--- src/rtl/stream_mux_rr_pkg.sv ---
// Shared constants and helpers for the stream_mux_rr channel multiplexer.
package mux_pkg;

  localparam logic MODE_MANUAL = 1'b0;
  localparam logic MODE_RR     = 1'b1;

  // A channel index needs at least one bit, even when N is 1 or 2.
  function automatic int clog2_min1(input int n);
    return (n <= 2) ? 1 : $clog2(n);
  endfunction

endpackage

--- src/rtl/stream_mux_rr_if.sv ---
// Handshake and data bundle between N_CH producer channels, the mux and its sink.
interface stream_mux_rr_if #(
  parameter int N_CH   = 8,
  parameter int DATA_W = 8
);
  import mux_pkg::*;

  localparam int SEL_W = clog2_min1(N_CH);

  logic                     mode;
  logic [SEL_W-1:0]         sel;
  logic [N_CH-1:0]          in_valid;
  logic [N_CH-1:0]          in_ready;
  logic [N_CH*DATA_W-1:0]   in_data;
  logic                     out_valid;
  logic                     out_ready;
  logic [DATA_W-1:0]        out_data;
  logic [SEL_W-1:0]         out_ch;

  modport master (
    output mode, sel, in_valid, in_data, out_ready,
    input  in_ready, out_valid, out_data, out_ch
  );

  modport slave (
    input  mode, sel, in_valid, in_data, out_ready,
    output in_ready, out_valid, out_data, out_ch
  );

endinterface

--- src/rtl/stream_mux_rr_arbiter.sv ---
// Round-robin arbiter: owns the priority pointer and the wrapping search for the first requester.
module rr_arbiter
  import mux_pkg::*;
#(
  parameter  int N     = 8,
  localparam int IDX_W = clog2_min1(N)
) (
  input  logic             clk,
  input  logic             rst,
  input  logic [N-1:0]     req,
  input  logic             advance,
  output logic [IDX_W-1:0] gnt_idx,
  output logic             gnt_valid
);

  logic [IDX_W-1:0] ptr;
  int               idx;

  // Walk offsets from high to low so the smallest offset from ptr wins.
  always_comb begin
    // NOTE: every output of a combinational block gets a default first, so no path can infer a latch.
    gnt_idx   = '0;
    gnt_valid = 1'b0;
    idx       = 0;
    for (int i = N - 1; i >= 0; i--) begin
      idx = int'(ptr) + i;
      if (idx >= N) idx = idx - N;
      if (req[idx]) begin
        gnt_idx   = IDX_W'(idx);
        gnt_valid = 1'b1;
      end
    end
  end

  always_ff @(posedge clk or posedge rst) begin
    if (rst) begin
      ptr <= '0;
    end else if (advance) begin
      ptr <= (int'(gnt_idx) == N - 1) ? '0 : gnt_idx + IDX_W'(1);
    end
  end

endmodule

--- src/rtl/stream_mux_rr.sv ---
// N-channel valid/ready mux with manual or round-robin channel selection and a registered output stage.
module stream_mux_rr
  import mux_pkg::*;
#(
  parameter int N_CH   = 8,
  parameter int DATA_W = 8
) (
  input  logic            clk,
  input  logic            rst,
  stream_mux_rr_if.slave  bus
);

  localparam int SEL_W = clog2_min1(N_CH);

  logic [SEL_W-1:0] rr_idx;
  logic             rr_valid;
  logic [SEL_W-1:0] grant;
  logic             grant_valid;
  logic             load;
  logic             advance;

  // The output register can take a new beat when empty or when its beat leaves this cycle.
  assign load    = !bus.out_valid || bus.out_ready;
  assign advance = (bus.mode == MODE_RR) && load && grant_valid;

  rr_arbiter #(.N(N_CH)) u_arb (
    .clk       (clk),
    .rst       (rst),
    .req       (bus.in_valid),
    .advance   (advance),
    .gnt_idx   (rr_idx),
    .gnt_valid (rr_valid)
  );

  // Manual mode with sel beyond the last channel grants nothing.
  always_comb begin
    grant       = rr_idx;
    grant_valid = rr_valid;
    if (bus.mode == MODE_MANUAL) begin
      grant       = bus.sel;
      grant_valid = (int'(bus.sel) < N_CH) && bus.in_valid[bus.sel];
    end
  end

  always_comb begin
    bus.in_ready = '0;
    if (!rst && load && grant_valid) bus.in_ready[grant] = 1'b1;
  end

  always_ff @(posedge clk or posedge rst) begin
    if (rst) begin
      bus.out_valid <= 1'b0;
      bus.out_data  <= '0;
      bus.out_ch    <= '0;
    end else if (load) begin
      // NOTE: state registers use non-blocking assignments so every flop samples pre-edge values.
      bus.out_valid <= grant_valid;
      if (grant_valid) begin
        bus.out_data <= bus.in_data[int'(grant)*DATA_W +: DATA_W];
        bus.out_ch   <= grant;
      end
    end
  end

endmodule

--- src/flat_wrapper.sv ---
// flat-port wrapper written by rule: the top's interface ports become plain ports
module stream_mux_rr_flat import mux_pkg::*;
#(
  parameter int N_CH   = 8,
  parameter int DATA_W = 8
)
  (clk, rst, bus_mode, bus_sel, bus_in_valid, bus_in_data, bus_out_ready, bus_in_ready, bus_out_valid, bus_out_data, bus_out_ch);
  stream_mux_rr_if #(.N_CH(N_CH), .DATA_W(DATA_W)) bus_i ();
  input  logic clk;
  input  logic rst;
  input wire logic [$bits(bus_i.mode)-1:0] bus_mode;
  input wire logic [$bits(bus_i.sel)-1:0] bus_sel;
  input wire logic [$bits(bus_i.in_valid)-1:0] bus_in_valid;
  input wire logic [$bits(bus_i.in_data)-1:0] bus_in_data;
  input wire logic [$bits(bus_i.out_ready)-1:0] bus_out_ready;
  output wire logic [$bits(bus_i.in_ready)-1:0] bus_in_ready;
  output wire logic [$bits(bus_i.out_valid)-1:0] bus_out_valid;
  output wire logic [$bits(bus_i.out_data)-1:0] bus_out_data;
  output wire logic [$bits(bus_i.out_ch)-1:0] bus_out_ch;
  assign bus_i.mode = bus_mode;
  assign bus_i.sel = bus_sel;
  assign bus_i.in_valid = bus_in_valid;
  assign bus_i.in_data = bus_in_data;
  assign bus_i.out_ready = bus_out_ready;
  assign bus_in_ready = bus_i.in_ready;
  assign bus_out_valid = bus_i.out_valid;
  assign bus_out_data = bus_i.out_data;
  assign bus_out_ch = bus_i.out_ch;
  stream_mux_rr #(.N_CH(N_CH), .DATA_W(DATA_W)) u_core (.clk(clk), .rst(rst), .bus(bus_i));
endmodule
--- config.mk ---
export PLATFORM = sky130hd
export DESIGN_NAME = stream_mux_rr_flat
export DESIGN_NICKNAME = d
export VERILOG_FILES = /design/src/rtl/stream_mux_rr_pkg.sv /design/src/rtl/stream_mux_rr_if.sv /design/src/rtl/stream_mux_rr_arbiter.sv /design/src/rtl/stream_mux_rr.sv /design/src/flat_wrapper.sv
export SDC_FILE = /design/constraint.sdc
export NUM_CORES = 1
export LEC_CHECK = 0
export CORE_AREA = 2 2 104 56
export CTS_CLUSTER_DIAMETER = 30
export DETAILED_ROUTE_END_ITERATION = 10
export DIE_AREA = 0 0 106 58
export PLACE_DENSITY_LB_ADDON = 0.3
export SYNTH_ARGS = -nofsm -noshare
export SYNTH_HDL_FRONTEND = slang
export SYNTH_SLANG_ARGS = --single-unit
export TNS_END_PERCENT = 30
--- constraint.sdc ---
create_clock -name clk -period 5.1 [get_ports clk]
set_input_delay 0.765 -clock clk [delete_from_list [all_inputs] [get_ports clk]]
set_output_delay 0.765 -clock clk [all_outputs]
set_load 0.005 [all_outputs]
==> results of run 1 <==
[area by class of cell]
class	instances	area (µm²)
inverters	10	37.5
clock inverters	1	5.00
fillers	433	1990
clock buffers	3	41.3
flip-flops and latches	15	375
repair buffers	105	1030
well taps	73	91.3
multi-input cells	166	1680
[state kept, by name (all words and copies together), names as in the netlist]
signal	cells
u_core.bus.out_ch	3
u_core.bus.out_valid	1
u_core.bus.out_data	8
u_core.u_arb.ptr	3
[cell usage in the layout (no fill, tap or decap), types with 3 or more instances in the layout]
cell / count
sky130_fd_sc_hd__a31o_2: 3
sky130_fd_sc_hd__a221o_1: 8
sky130_fd_sc_hd__buf_4: 7
sky130_fd_sc_hd__and2_1: 9
sky130_fd_sc_hd__dfrtp_1: 15
sky130_fd_sc_hd__a21oi_1: 5
sky130_fd_sc_hd__nor2_1: 17
sky130_fd_sc_hd__nand2b_1: 3
sky130_fd_sc_hd__clkbuf_8: 3
sky130_fd_sc_hd__mux4_1: 10
sky130_fd_sc_hd__clkdlybuf4s50_1: 98
sky130_fd_sc_hd__mux4_2: 20
sky130_fd_sc_hd__mux2_2: 7
sky130_fd_sc_hd__inv_1: 10
sky130_fd_sc_hd__o21ai_0: 11
sky130_fd_sc_hd__nor3_1: 4
sky130_fd_sc_hd__nand2_1: 17
sky130_fd_sc_hd__nor3b_1: 4
sky130_fd_sc_hd__nor2b_1: 4
[logic make-up after synthesis]
logic type / count (synthesis) / synth area share, %
multiplexers: 43 / 41.5
flip-flops: 15 / 17.5
buffers and inverters: 21 / 4.68
adder cells (fa/ha/maj): 3 / 1.75
AO/OA/AOI/OAI: 53 / 18.5
AND/OR/NAND/NOR: 63 / 14.4
XOR/XNOR: 4 / 1.64
[path summary, 6_finish.rpt]
kind,end,slack [ns],depth (start not counted)
min in group asynchronous,u_core.bus.out_data[7],0.91,2
worst max-delay path,bus_in_ready[3],0.23,11
max in group asynchronous,u_core.bus.out_ch[0],3.79,2
worst min-delay path,u_core.bus.out_ch[1],0.48,1
worst min register to register,u_core.bus.out_ch[1],0.48,1
worst max register to register,u_core.bus.out_data[0],1.01,12
[power breakdown]
group / internal, mW / switching, mW
Sequential: 0.177 / 0.0329
Clock: 0.0541 / 0.0428
Combinational: 0.804 / 0.826
Total: 1.04 / 0.902
[worst register-to-register path, delay by kind of cell (launching register included)]
kind	cells	cell delay, ns
mux	2	0.98
fa+ha+maj	1	0.47
compound gates	6	1.66
flops	1	0.34
buf+inv	2	0.40
simple gates	1	0.12
[per-stage QoR]
step                utilization, %  TNS, ns  hold slack (ns)
floorplan                        -        0            0.470
finish                        62.0        0            0.480
global placement              60.9        0            0.462
CTS                           61.8        0            0.485
global route                  62.0  -0.0208            0.499
detailed placement            60.9        0            0.471
[routing by layer]
| layer | part of all wire (%) | GRT usage (%) | vias up |
|---|---|---|---|
| met3 | 8.0 | 4.84 | 2 |
| met1 | 49 | 37.5 | 1103 |
| met5 | 0 | 0 | - |
| met2 | 43 | 34.7 | 107 |
| li1 | - | - | 1011 |
| met4 | 0.32 | 1.88 | 0 |
==> impl_results.md, run 1 <==
- Run status: complete, no violations
- Number of buffers created by CTS: 3
- Cell with the most instances on the worst path: sky130_fd_sc_hd__clkdlybuf4s50_1
- Floorplan die area: 6150 µm²
- Synth Register Bits: 15
- Post-synth top area cell: sky130_fd_sc_hd__mux4_2
- Proportion of layout cells with a drive suffix above 1: between 10% and 20%
- Least-Margin Pin Slew: around 1.1 ns
- Library cells used by synthesis: 48
- Core area: 5250 µm²
- Synth-to-layout area growth: 52.3%
- First-pass GRT wire length: ~11000 µm
- Dominant register cell in the synthesized netlist: sky130_fd_sc_hd__dfrtp_1
- Max Slew Vio Count: 0
- Post-Syn Area: 2140 µm²
- Clock insertion delay at the later pin of the skew report: 0.25 ns
- Syn avg cell area: around 11 µm²
- Data required time of the worst path: 4.34 ns
- Number of nets in the synthesized netlist: roughly 280
- Slowest cell on the critical path: sky130_fd_sc_hd__mux4_2
- Crit path from: bus_in_valid[5]
- Total number of H-tree levels: 1
- Leak Pwr: 1.23 nW
- Unrepaired setup endpoints after global routing: yes
- Max-cap violation count: 0
- Setup bufs post-CTS: 0
- Number of nets in the finished design: 383
- Largest voltage drop on the vdd net: 0.303 mV
- EDFF count, synth: 0
- DRT Pass-1 Iters: 5
- Highest Clock Rate: 205 MHz
- Total buffers and inverters traversed by the critical path: 2
- List of most frequent post-synthesis cells: sky130_fd_sc_hd__mux4_2, sky130_fd_sc_hd__nor2_1, sky130_fd_sc_hd__nand2_1
- Max-slew headroom at the worst pin: 24.2%
- Hold bufs inserted after CTS: 0
- CTS clk-pin slew, worst paths: about 0.060 ns
- CTS tree: done
- Endpoint kind of the worst setup timing path: output port
- Reg2Reg Launch Point: u_core.u_arb.ptr[1]
- Count of input and output buffers: 98
- Post-detailed-route wirelength per cell: 19.0 µm
- Top cell type's share of synthesized area: about a fifth
- DRC viols: 0
- Data arrival time of the critical path: 4.10 ns
- Biggest cell delay along the critical path: 0.62 ns
- Total grt overflow: 0
- Detailed placer's ending HPWL: 5780 µm
- Pin count of the biggest net entering global routing: 18
- Via count of the first global-routing pass: about 2100
- Number of diodes: 0
- Count of standard-cell rows: 19
- Clock period minus worst slack: 4.87 ns
- Maximum fanout along the worst path: 8
- Final cell count without fillers: 373
- Post-synthesis instance total: 202
- Final GP Congestion: 0.871
- PD cells: between 500 and 600 nW/µm²
- Starting utilization of the core area: 40.7%
- I/O pin cnt: 99
- Horiz. Die Dim: about 110 µm
- Share of the cycle needed by the critical path after routing: 95.5%
- Number of cells upsized or downsized after cts: 0
- Path type of the worst setup path: in2out
- CTS sink count: 15
- Critical Path Start Type: input port
- Number of antenna violations at the first check in global routing: 0
- Proportion of synthesized chip area in sequential cells: between 15 and 20%
- Share of flip-flops with an asynchronous set or reset after synthesis: between 90% and 100%
- Maximum buffer depth of the clock tree: 2
- Ordered list of cells on the worst path: clkdlybuf4s50_1 -> mux4_2 -> mux2_2 -> nor3_1 -> o21ai_0 -> and3_1 -> a31oi_4 -> mux2i_4 -> nand2b_1 -> nor3b_1 -> clkdlybuf4s50_1
- Instance count after placement with tap cells included: 369
- Gate family responsible for the most delay along the worst path: buffers and inverters
- Clock tree skew after final layout: about 0.003 ns
- Y dimension of the die: 58 µm
- Via-to-Cell Ratio: between 5 and 6
- Ranking of synthesized cells by area: sky130_fd_sc_hd__mux4_2, sky130_fd_sc_hd__dfrtp_1, sky130_fd_sc_hd__mux4_1
- Summed area of non-filler cells in the final layout: 3260 µm²
- Cell area reported after detailed placement: ~3200 µm²
- HP Class: reg2reg
- Hold_sp: u_core.bus.out_ch[1]
- Cell at the root of the clock tree: sky130_fd_sc_hd__clkbuf_8
- Antenna-violating nets left: 0
- Number of vias after detailed routing: between 2000 and 2500
- Power, Total: 1.94 mW
- Drt initial violations: 168
- Synth warn: 0
- Final routed wirelength across all metal layers: 7090 µm
- Final count of hold timing violations: 0
- Final WS setup: 0.232 ns
- Number of setup violations in the final report: 0
- Post-placement setup slack: 0.171 ns
- Total Routing Usage GR: 23.6%
No activity file was read; power rests on OpenSTA's default activity.
==> inputs of run 2 (changes only) <==
--- a/constraint.sdc
+++ b/constraint.sdc
@@ -3,2 +3,2 @@
 set_output_delay 0.765 -clock clk [all_outputs]
-set_load 0.005 [all_outputs]
+set_load 0.01 [all_outputs]
==> run 2 against run 1 <==
Global-route usage down 0.82 points. Largest cell class unchanged. Non-clock buffer count unchanged. Total power shrank 0.11%. Critical endpoint is now bus_in_ready[5]. Critical path type unchanged. Worst setup slack worse by 0.036 ns. Cell count did not move.
==> impl_results.md, run 2 (synthesized netlist as in run 1, its figures left out) <==
- Horiz. Die Dim: 106 µm (unchanged)
- Total buffers and inverters traversed by the critical path: 2 (unchanged)
- Via count of the first global-routing pass: 2063 (+0.39%)
- Proportion of power drawn by flip-flops and latches: 11.2% (+0.4 points)
- Max Slew Vio Count: 0 (unchanged)
- Number of antenna violations at the first check in global routing: 0 (unchanged)
- Total grt overflow: 0 (unchanged)
- Final routed wirelength across all metal layers: 7000 µm (-1.3%)
- Post-detailed-route wirelength per cell: 18.8 µm (-1.3%)
- Number of vias after detailed routing: 2169 (-2.4%)
- Proportion of power drawn by the clock network: 5.0% (about the same)
- Largest voltage drop on the vdd net: 0.359 mV (+18%)
- Drt initial violations: 164 (-2.4%)
- Top register by number of flip-flops: u_core.bus.out_data
- Maximum buffer depth of the clock tree: 2 (unchanged)
- Data required time of the worst path: 4.34 ns (about the same)
- Count of standard-cell rows: 19 (unchanged)
- Count of input and output buffers: 98 (unchanged)
- HP Class: reg2reg
- Proportion of layout cells with a drive suffix above 1: 16.0% (-0.67 points)
- Final GP Congestion: 0.908 (+4.3%)
- DRT Pass-1 Iters: 5 (unchanged)
- Pin count of the biggest net entering global routing: 18 (unchanged)
- Antenna-violating nets left: 0 (unchanged)
- Run status: complete, no violations
- Number of setup violations in the final report: 0 (unchanged)
- Biggest cell delay along the critical path: 0.61 ns (about the same)
- CTS clk-pin slew, worst paths: 0.06 ns (about the same)
- Maximum fanout along the worst path: 8 (unchanged)
- Clock insertion delay at the later pin of the skew report: 0.25 ns (about the same)
- Number of buffers created by CTS: 3 (unchanged)
- Share of the cycle needed by the critical path after routing: 96.2% (+0.71 points)
- Floorplan die area: 6150 µm² (unchanged)
- Endpoint kind of the worst setup timing path: output port
- Detailed placer's ending HPWL: 5770 µm (-0.16%)
- Cell at the root of the clock tree: sky130_fd_sc_hd__clkbuf_8
- Leak Pwr: 1.23 nW (+0.10%)
- Clock period minus worst slack: 4.90 ns (+0.0360 ns)
- Number of diodes: 0 (unchanged)
- Y dimension of the die: 58 µm (unchanged)
- Post-placement setup slack: 0.119 ns (-0.0523 ns)
- Footprint of the multi-input gates: 1670 µm² (-0.52%)
- Combinational share of power: 83.8% (-0.4 points)
- Max-cap violation count: 0 (unchanged)
- CTS tree: done
- Number of flip-flops in the largest register: 8 (unchanged)
- Power, Total: 1.93 mW (-0.11%)
- Gate family responsible for the most delay along the worst path: compound AO/OA/AOI/OAI gates
- Total number of H-tree levels: 1 (unchanged)
- Total net switching power: 0.908 mW (+0.66%)
- P_int: 1.03 mW (-0.78%)
- First-pass GRT wire length: 10900 µm (-3.0%)
- Clock tree skew after final layout: 0.00185 ns (-0.00113 ns)
- Unrepaired setup endpoints after global routing: yes
- Commonest cells after routing, fill and taps aside: sky130_fd_sc_hd__clkdlybuf4s50_1, sky130_fd_sc_hd__mux4_2, sky130_fd_sc_hd__nor2_1, sky130_fd_sc_hd__nand2_1, sky130_fd_sc_hd__dfrtp_1
- Largest registers: u_core.bus.out_data: 8 flops, u_core.bus.out_ch: 3 flops, u_core.u_arb.ptr: 3 flops
- PD cells: 595 nW/µm² (+0.16%)
- Final count of hold timing violations: 0 (unchanged)
- Setup TNS Final: 0 ns (unchanged)
- Cell with the most instances on the worst path: sky130_fd_sc_hd__clkdlybuf4s50_1
- Critical Path Start Type: input port
- Summed area of non-filler cells in the final layout: 3250 µm² (-0.27%)
- Area used by sequential logic in the layout: 375 µm² (unchanged)
- Starting utilization of the core area: 40.7% (unchanged)
- Data arrival time of the critical path: 4.14 ns (+0.04 ns)
- Slowest cell on the critical path: sky130_fd_sc_hd__mux4_2
- DRC viols: 0 (unchanged)
- Path type of the worst setup path: in2out
- CTS sink count: 15 (unchanged)
- Layout fillers: 439 (+1.4%)
- Max-slew headroom at the worst pin: 23.1% (-1.1 points)
- Switching power share of the total: 46.9% (+0.36 points)
- Most common cell after layout, fill and taps aside: sky130_fd_sc_hd__clkdlybuf4s50_1
- Highest Clock Rate: 204 MHz (-0.73%)
- Least-Margin Pin Slew: 1.14 ns (+0.0160 ns)
- Cell area reported after detailed placement: 3200 µm² (unchanged)
- Total Routing Usage GR: 22.8% (-0.82 points)
- Number of nets in the finished design: 383 (unchanged)
- I/O pin cnt: 99 (unchanged)
- Ordered list of cells on the worst path: clkdlybuf4s50_1 -> mux4_2 -> a221oi_1 -> a21oi_1 -> a211oi_1 -> nor2_1 -> o211ai_1 -> a31o_2 -> nor3b_1 -> clkdlybuf4s50_1
- Via-to-Cell Ratio: 5.82 (-2.4%)
- Synth-to-layout area growth: 51.9%
- Final WS setup: 0.196 ns (-0.0360 ns)
- Setup bufs post-CTS: 0 (unchanged)
- Post-Route Hold Slack: 0.481 ns (+0.000847 ns)
- Core area: 5250 µm² (unchanged)
## run 2: changes by cell type in the layout (fill, tap and decap cells not counted)
cell and change:
sky130_fd_sc_hd__a211oi_2 -1, sky130_fd_sc_hd__o21ai_0 +1, sky130_fd_sc_hd__mux2i_2 -1, sky130_fd_sc_hd__a211oi_1 +1, sky130_fd_sc_hd__mux2i_1 +1, sky130_fd_sc_hd__o21ai_1 -1
## run 2: final timing paths
kind	from	endpoint	slack (ns)	cells after the start
max	bus_in_valid[0]	bus_in_ready[5]	0.20	10
max in group asynchronous	rst	u_core.bus.out_data[0]	3.77	2
min reg2reg	u_core.bus.out_ch[1]	u_core.bus.out_ch[1]	0.48	1
min in group asynchronous	rst	u_core.bus.out_data[1]	0.94	2
min	u_core.bus.out_ch[1]	u_core.bus.out_ch[1]	0.48	1
max reg2reg	u_core.u_arb.ptr[1]	u_core.bus.out_data[7]	0.93	12
## run 2: routing by layer
layer	wire length (µm)	vias to the layer above	track usage (%)
met5	0	-	0
met4	16	0	1.13
met3	628	2	3.71
met2	3070	95	34.5
met1	3280	1064	36.2
li1	-	1008	-
## run 2: power by group through the flow
stage	clock (mW)	sequential, mW	combinational (mW)
floorplan	0	0.230	1.14
global placement	0	0.215	1.57
detailed placement	0	0.217	1.58
CTS	0.0973	0.216	1.59
global route	0.102	0.224	1.76
finish	0.0961	0.217	1.62
## run 2: cell type report
| type | instances | share of cell area [%] |
|---|---|---|
| multi-input cells | 166 | 51.3 |
| repair buffers | 105 | 31.8 |
| flip-flops and latches | 15 | 11.5 |
| well taps | 73 | 2.81 |
| clock buffers | 3 | 1.27 |
| inverters | 10 | 1.15 |
| clock inverters | 1 | 0.154 |
## run 2: repair_timing
item                       in CTS  in global routing
resized for setup               0                  5
hold buffers                    0                  0
setup endpoints to repair       0                  7
## run 2: stage by stage
| stage | utilization (%) | std cells |
|---|---|---|
| 3_5_place_dp | 60.9 | 369 |
| 5_1_grt | 61.9 | 373 |
| 2_1_floorplan | - | 202 |
| 3_3_place_gp | 60.9 | 369 |
| 4_1_cts | 61.8 | 373 |
| 6_report | 61.9 | 373 |
==> inputs of run 3 (changes only) <==
- CORE_AREA: 2 2 104 56 -> 2 2 118 63
- DIE_AREA: 0 0 106 58 -> 0 0 120 65
- SYNTH_HIERARCHICAL: unset -> 1
==> run 3 against run 2 <==
Via count rose by 7.0%. Critical path depth unchanged. Clock-buffer cell count is the same. Worst hold slack better by 0.033 ns. Sequential power rose by 7%. Total power increased by 29%. Sequential share of layout area shrank 0.49 points. Non-clock buffer count is 3 higher. Cell count increased by 14%. Critical endpoint unchanged. Highest routed layer unchanged.
==> impl_results.md, run 3 <==
- Drt initial violations: 185 (+13%)
- Ranking of synthesized cells by area: sky130_fd_sc_hd__dfrtp_1, sky130_fd_sc_hd__mux2i_1, sky130_fd_sc_hd__mux2_4
- Maximum buffer depth of the clock tree: 2 (unchanged)
- Post-Syn Area: 2250 µm² (+5.0%)
- HP Class: reg2reg
- Count of input and output buffers: 98 (unchanged)
- Setup TNS Final: 0 ns (unchanged)
- Number of antenna violations at the first check in global routing: 0 (unchanged)
- Cell area reported after detailed placement: 3310 µm² (+3.4%)
- Post-synth top area cell: sky130_fd_sc_hd__dfrtp_1
- PD cells: 736 nW/µm² (+24%)
- Biggest cell delay along the critical path: 0.59 ns (-0.02 ns)
- Highest Clock Rate: 209 MHz (+2.7%)
- First-pass GRT wire length: 11600 µm (+6.9%)
- Final core occ: 49.1% (-13 points)
- List of most frequent post-synthesis cells: sky130_fd_sc_hd__mux2i_1, sky130_fd_sc_hd__nand2_1, sky130_fd_sc_hd__dfrtp_1
- Total grt overflow: 0 (unchanged)
- Detailed placer's ending HPWL: 6200 µm (+7.4%)
- Most common cell after layout, fill and taps aside: sky130_fd_sc_hd__clkdlybuf4s50_1
- Horiz. Die Dim: 120 µm (+13%)
- Leak Pwr: 1.37 nW (+12%)
- Dominant register cell in the synthesized netlist: sky130_fd_sc_hd__dfrtp_1
- DRC viols: 0 (unchanged)
- Summed area of non-filler cells in the final layout: 3400 µm² (+4.5%)
- Most repeated cell in the gate-level netlist after synthesis: sky130_fd_sc_hd__mux2i_1
- Syn avg cell area: 9.73 µm² (-8.2%)
- Max-cap violation count: 0 (unchanged)
- Antenna-violating nets left: 0 (unchanged)
- Max-slew headroom at the worst pin: 52.4% (+29 points)
- CTS clk-pin slew, worst paths: 0.05 ns (about the same)
- Largest registers: u_core/bus.out_data: 8 flops, u_core/bus.out_ch: 3 flops, u_core/u_arb/ptr: 3 flops
- Number of setup violations in the final report: 0 (unchanged)
- Path type of the worst setup path: in2out
- Post-detailed-route wirelength per cell: 17.6 µm (-6.0%)
- Share of flip-flops with an asynchronous set or reset after synthesis: 100% (unchanged)
- Synth-to-layout area growth: 51.1%
- Cell with the most instances on the worst path: sky130_fd_sc_hd__clkdlybuf4s50_1
- DRT Pass-1 Iters: 5 (unchanged)
- Number of diodes: 0 (unchanged)
- Cell at the root of the clock tree: sky130_fd_sc_hd__clkbuf_16
- Layout fillers: 665 (+51%)
- Unrepaired setup endpoints after global routing: no
- Via-to-Cell Ratio: 5.47 (-5.9%)
- Number of flip-flops in the largest register: 8 (unchanged)
- EDFF count, synth: 0 (unchanged)
- Largest voltage drop on the vdd net: 0.292 mV (-19%)
- Count of standard-cell rows: 22 (+3)
- Hold bufs inserted after CTS: 0 (unchanged)
- Pin count of the biggest net entering global routing: 19 (+1)
- Final routed wirelength across all metal layers: 7480 µm (+6.9%)
- Top register by number of flip-flops: u_core/bus.out_data
- CTS sink count: 15 (unchanged)
- Number of nets in the finished design: 412 (+7.6%)
- Total Routing Usage GR: 18.8% (-3.9 points)
- Number of buffers created by CTS: 3 (unchanged)
- Library cells used by synthesis: 54 (+13%)
- Proportion of layout cells with a drive suffix above 1: 18.0% (+2.0 points)
- Synth warn: 6 (+6)
- Number of nets in the synthesized netlist: 314 (+11%)
- Max Slew Vio Count: 0 (unchanged)
- CTS tree: done
- Proportion of synthesized chip area in sequential cells: 16.7% (-0.84 points)
- Ordered list of cells on the worst path: clkdlybuf4s50_1 -> mux4_2 -> mux2_2 -> a2111oi_1 -> a211oi_2 -> buf_4 -> mux2i_1 -> nand3_1 -> nor3_1 -> clkdlybuf4s50_1
- Post-synthesis instance total: 231 (+14%)
- Clock insertion delay at the later pin of the skew report: 0.24 ns (about the same)
- Share of the cycle needed by the critical path after routing: 93.6% (-2.5 points)
- Slowest cell on the critical path: sky130_fd_sc_hd__mux4_2
- Clock period minus worst slack: 4.77 ns (-0.130 ns)
- Critical Path Start Type: input port
- Core area: 6910 µm² (+32%)
- Final count of hold timing violations: 0 (unchanged)
- Maximum fanout along the worst path: 7 (-1)
- Least-Margin Pin Slew: 0.712 ns (-0.433 ns)
- Final GP Congestion: 1.03 (+13%)
- Starting utilization of the core area: 32.5% (-8.2 points)
- Top cell type's share of synthesized area: 16.7% (-2.2 points)
- Power, Total: 2.50 mW (+29%)
- Floorplan die area: 7800 µm² (+27%)
- Synth Register Bits: 15 (unchanged)
- Total number of H-tree levels: 1 (unchanged)
- Number of vias after detailed routing: 2320 (+7.0%)
- I/O pin cnt: 99 (unchanged)
- Run status: complete, no violations
- Setup bufs post-CTS: 0 (unchanged)
- Clock tree skew after final layout: 0.00151 ns (-0.000340 ns)
- Data arrival time of the critical path: 4.01 ns (-0.13 ns)
- Via count of the first global-routing pass: 2251 (+9.1%)
- Endpoint kind of the worst setup timing path: output port
- Commonest cells after routing, fill and taps aside: sky130_fd_sc_hd__clkdlybuf4s50_1, sky130_fd_sc_hd__mux2i_1, sky130_fd_sc_hd__nand2_1, sky130_fd_sc_hd__dfrtp_1, sky130_fd_sc_hd__nor2_1
- Y dimension of the die: 65 µm (+12%)
- Data required time of the worst path: 4.34 ns (about the same)
## run 3: cell count changes after synthesis, moves of 5 or more
cell,previous run,this run
sky130_fd_sc_hd__mux2i_1,3,27
sky130_fd_sc_hd__mux2_4,0,12
sky130_fd_sc_hd__mux4_1,12,1
sky130_fd_sc_hd__mux4_2,18,8
sky130_fd_sc_hd__o21ai_0,12,3
sky130_fd_sc_hd__and2_1,9,2
sky130_fd_sc_hd__a221o_1,8,2
sky130_fd_sc_hd__a221oi_1,1,7
sky130_fd_sc_hd__mux2_2,7,13
sky130_fd_sc_hd__a22oi_1,1,6
## run 3: final cells by class
| class | instances | area (µm²) | share of cell area (%) |
|---|---|---|---|
| flip-flops and latches | 15 | 375 | 11.1 |
| inverters | 9 | 33.8 | 0.995 |
| clock inverters | 1 | 5.00 | 0.147 |
| repair buffers | 108 | 1060 | 31.1 |
| well taps | 96 | 120 | 3.54 |
| multi-input cells | 192 | 1730 | 51.0 |
| clock buffers | 3 | 75.1 | 2.21 |
## run 3: what timing repair did
action / 4_1_cts / 5_1_grt
setup endpoints to repair: 0 / 1
resized for setup: 0 / 1
endpoints found under the hold margin: 0 / 0
## run 3: cells by family (layout without fill, tap and decap cells)
group | Yosys count | count (layout) | synth area share [%]
fa+ha+maj | 4 | 4 | 2.23
xor+xnor | 5 | 5 | 2.28
mux | 65 | 65 | 39.4
simple gates | 62 | 62 | 13.1
compound gates | 56 | 56 | 19.7
buf+inv | 24 | 121 | 6.57
flops | 15 | 15 | 16.7
## run 3: critical path, delay by kind of cell
family / cells / cell delay (ns)
muxes: 3 / 1.10
and+or+nand+nor: 2 / 0.38
buffers and inverters: 3 / 1.20
AOI/OAI and AO/OA: 2 / 0.57
## run 3: report_power, final
part	leakage (nW)	internal, mW	switching (mW)
clock	0.0409	0.105	0.0495
sequential	0.175	0.181	0.0518
combinational	1.16	1.02	1.09
## run 3: stage by stage
step | hold WS [ns] | cells | setup WS, ns
3_5_place_dp | 0.499 | 420 | 0.202
5_1_grt | 0.535 | 424 | 0.145
6_report | 0.514 | 424 | 0.326
2_1_floorplan | 0.519 | 231 | 0.938
4_1_cts | 0.514 | 424 | 0.191
3_3_place_gp | 0.490 | 420 | 0.241
## run 3: path summary, 6_finish.rpt
check	start	end	slack, ns	cells past startpoint
max	bus_in_valid[7]	bus_in_ready[5]	0.33	10
min	u_core/bus.out_data[7]	u_core/bus.out_data[7]	0.51	1
max reg2reg	u_core/u_arb/ptr[0]	u_core/bus.out_data[5]	1.04	13
min reg2reg	u_core/bus.out_data[7]	u_core/bus.out_data[7]	0.51	1
max in group asynchronous	rst	u_core/bus.out_data[5]	4.08	3
min in group asynchronous	rst	u_core/u_arb/ptr[2]	0.73	2
## run 3: routing by layer
metal	track usage [%]	vias up	part of all wire, %
met2	28.0	122	41
met5	0	-	0
met4	0.882	0	0.21
met1	28.7	1112	49
met3	4.40	2	10
li1	-	1084	-
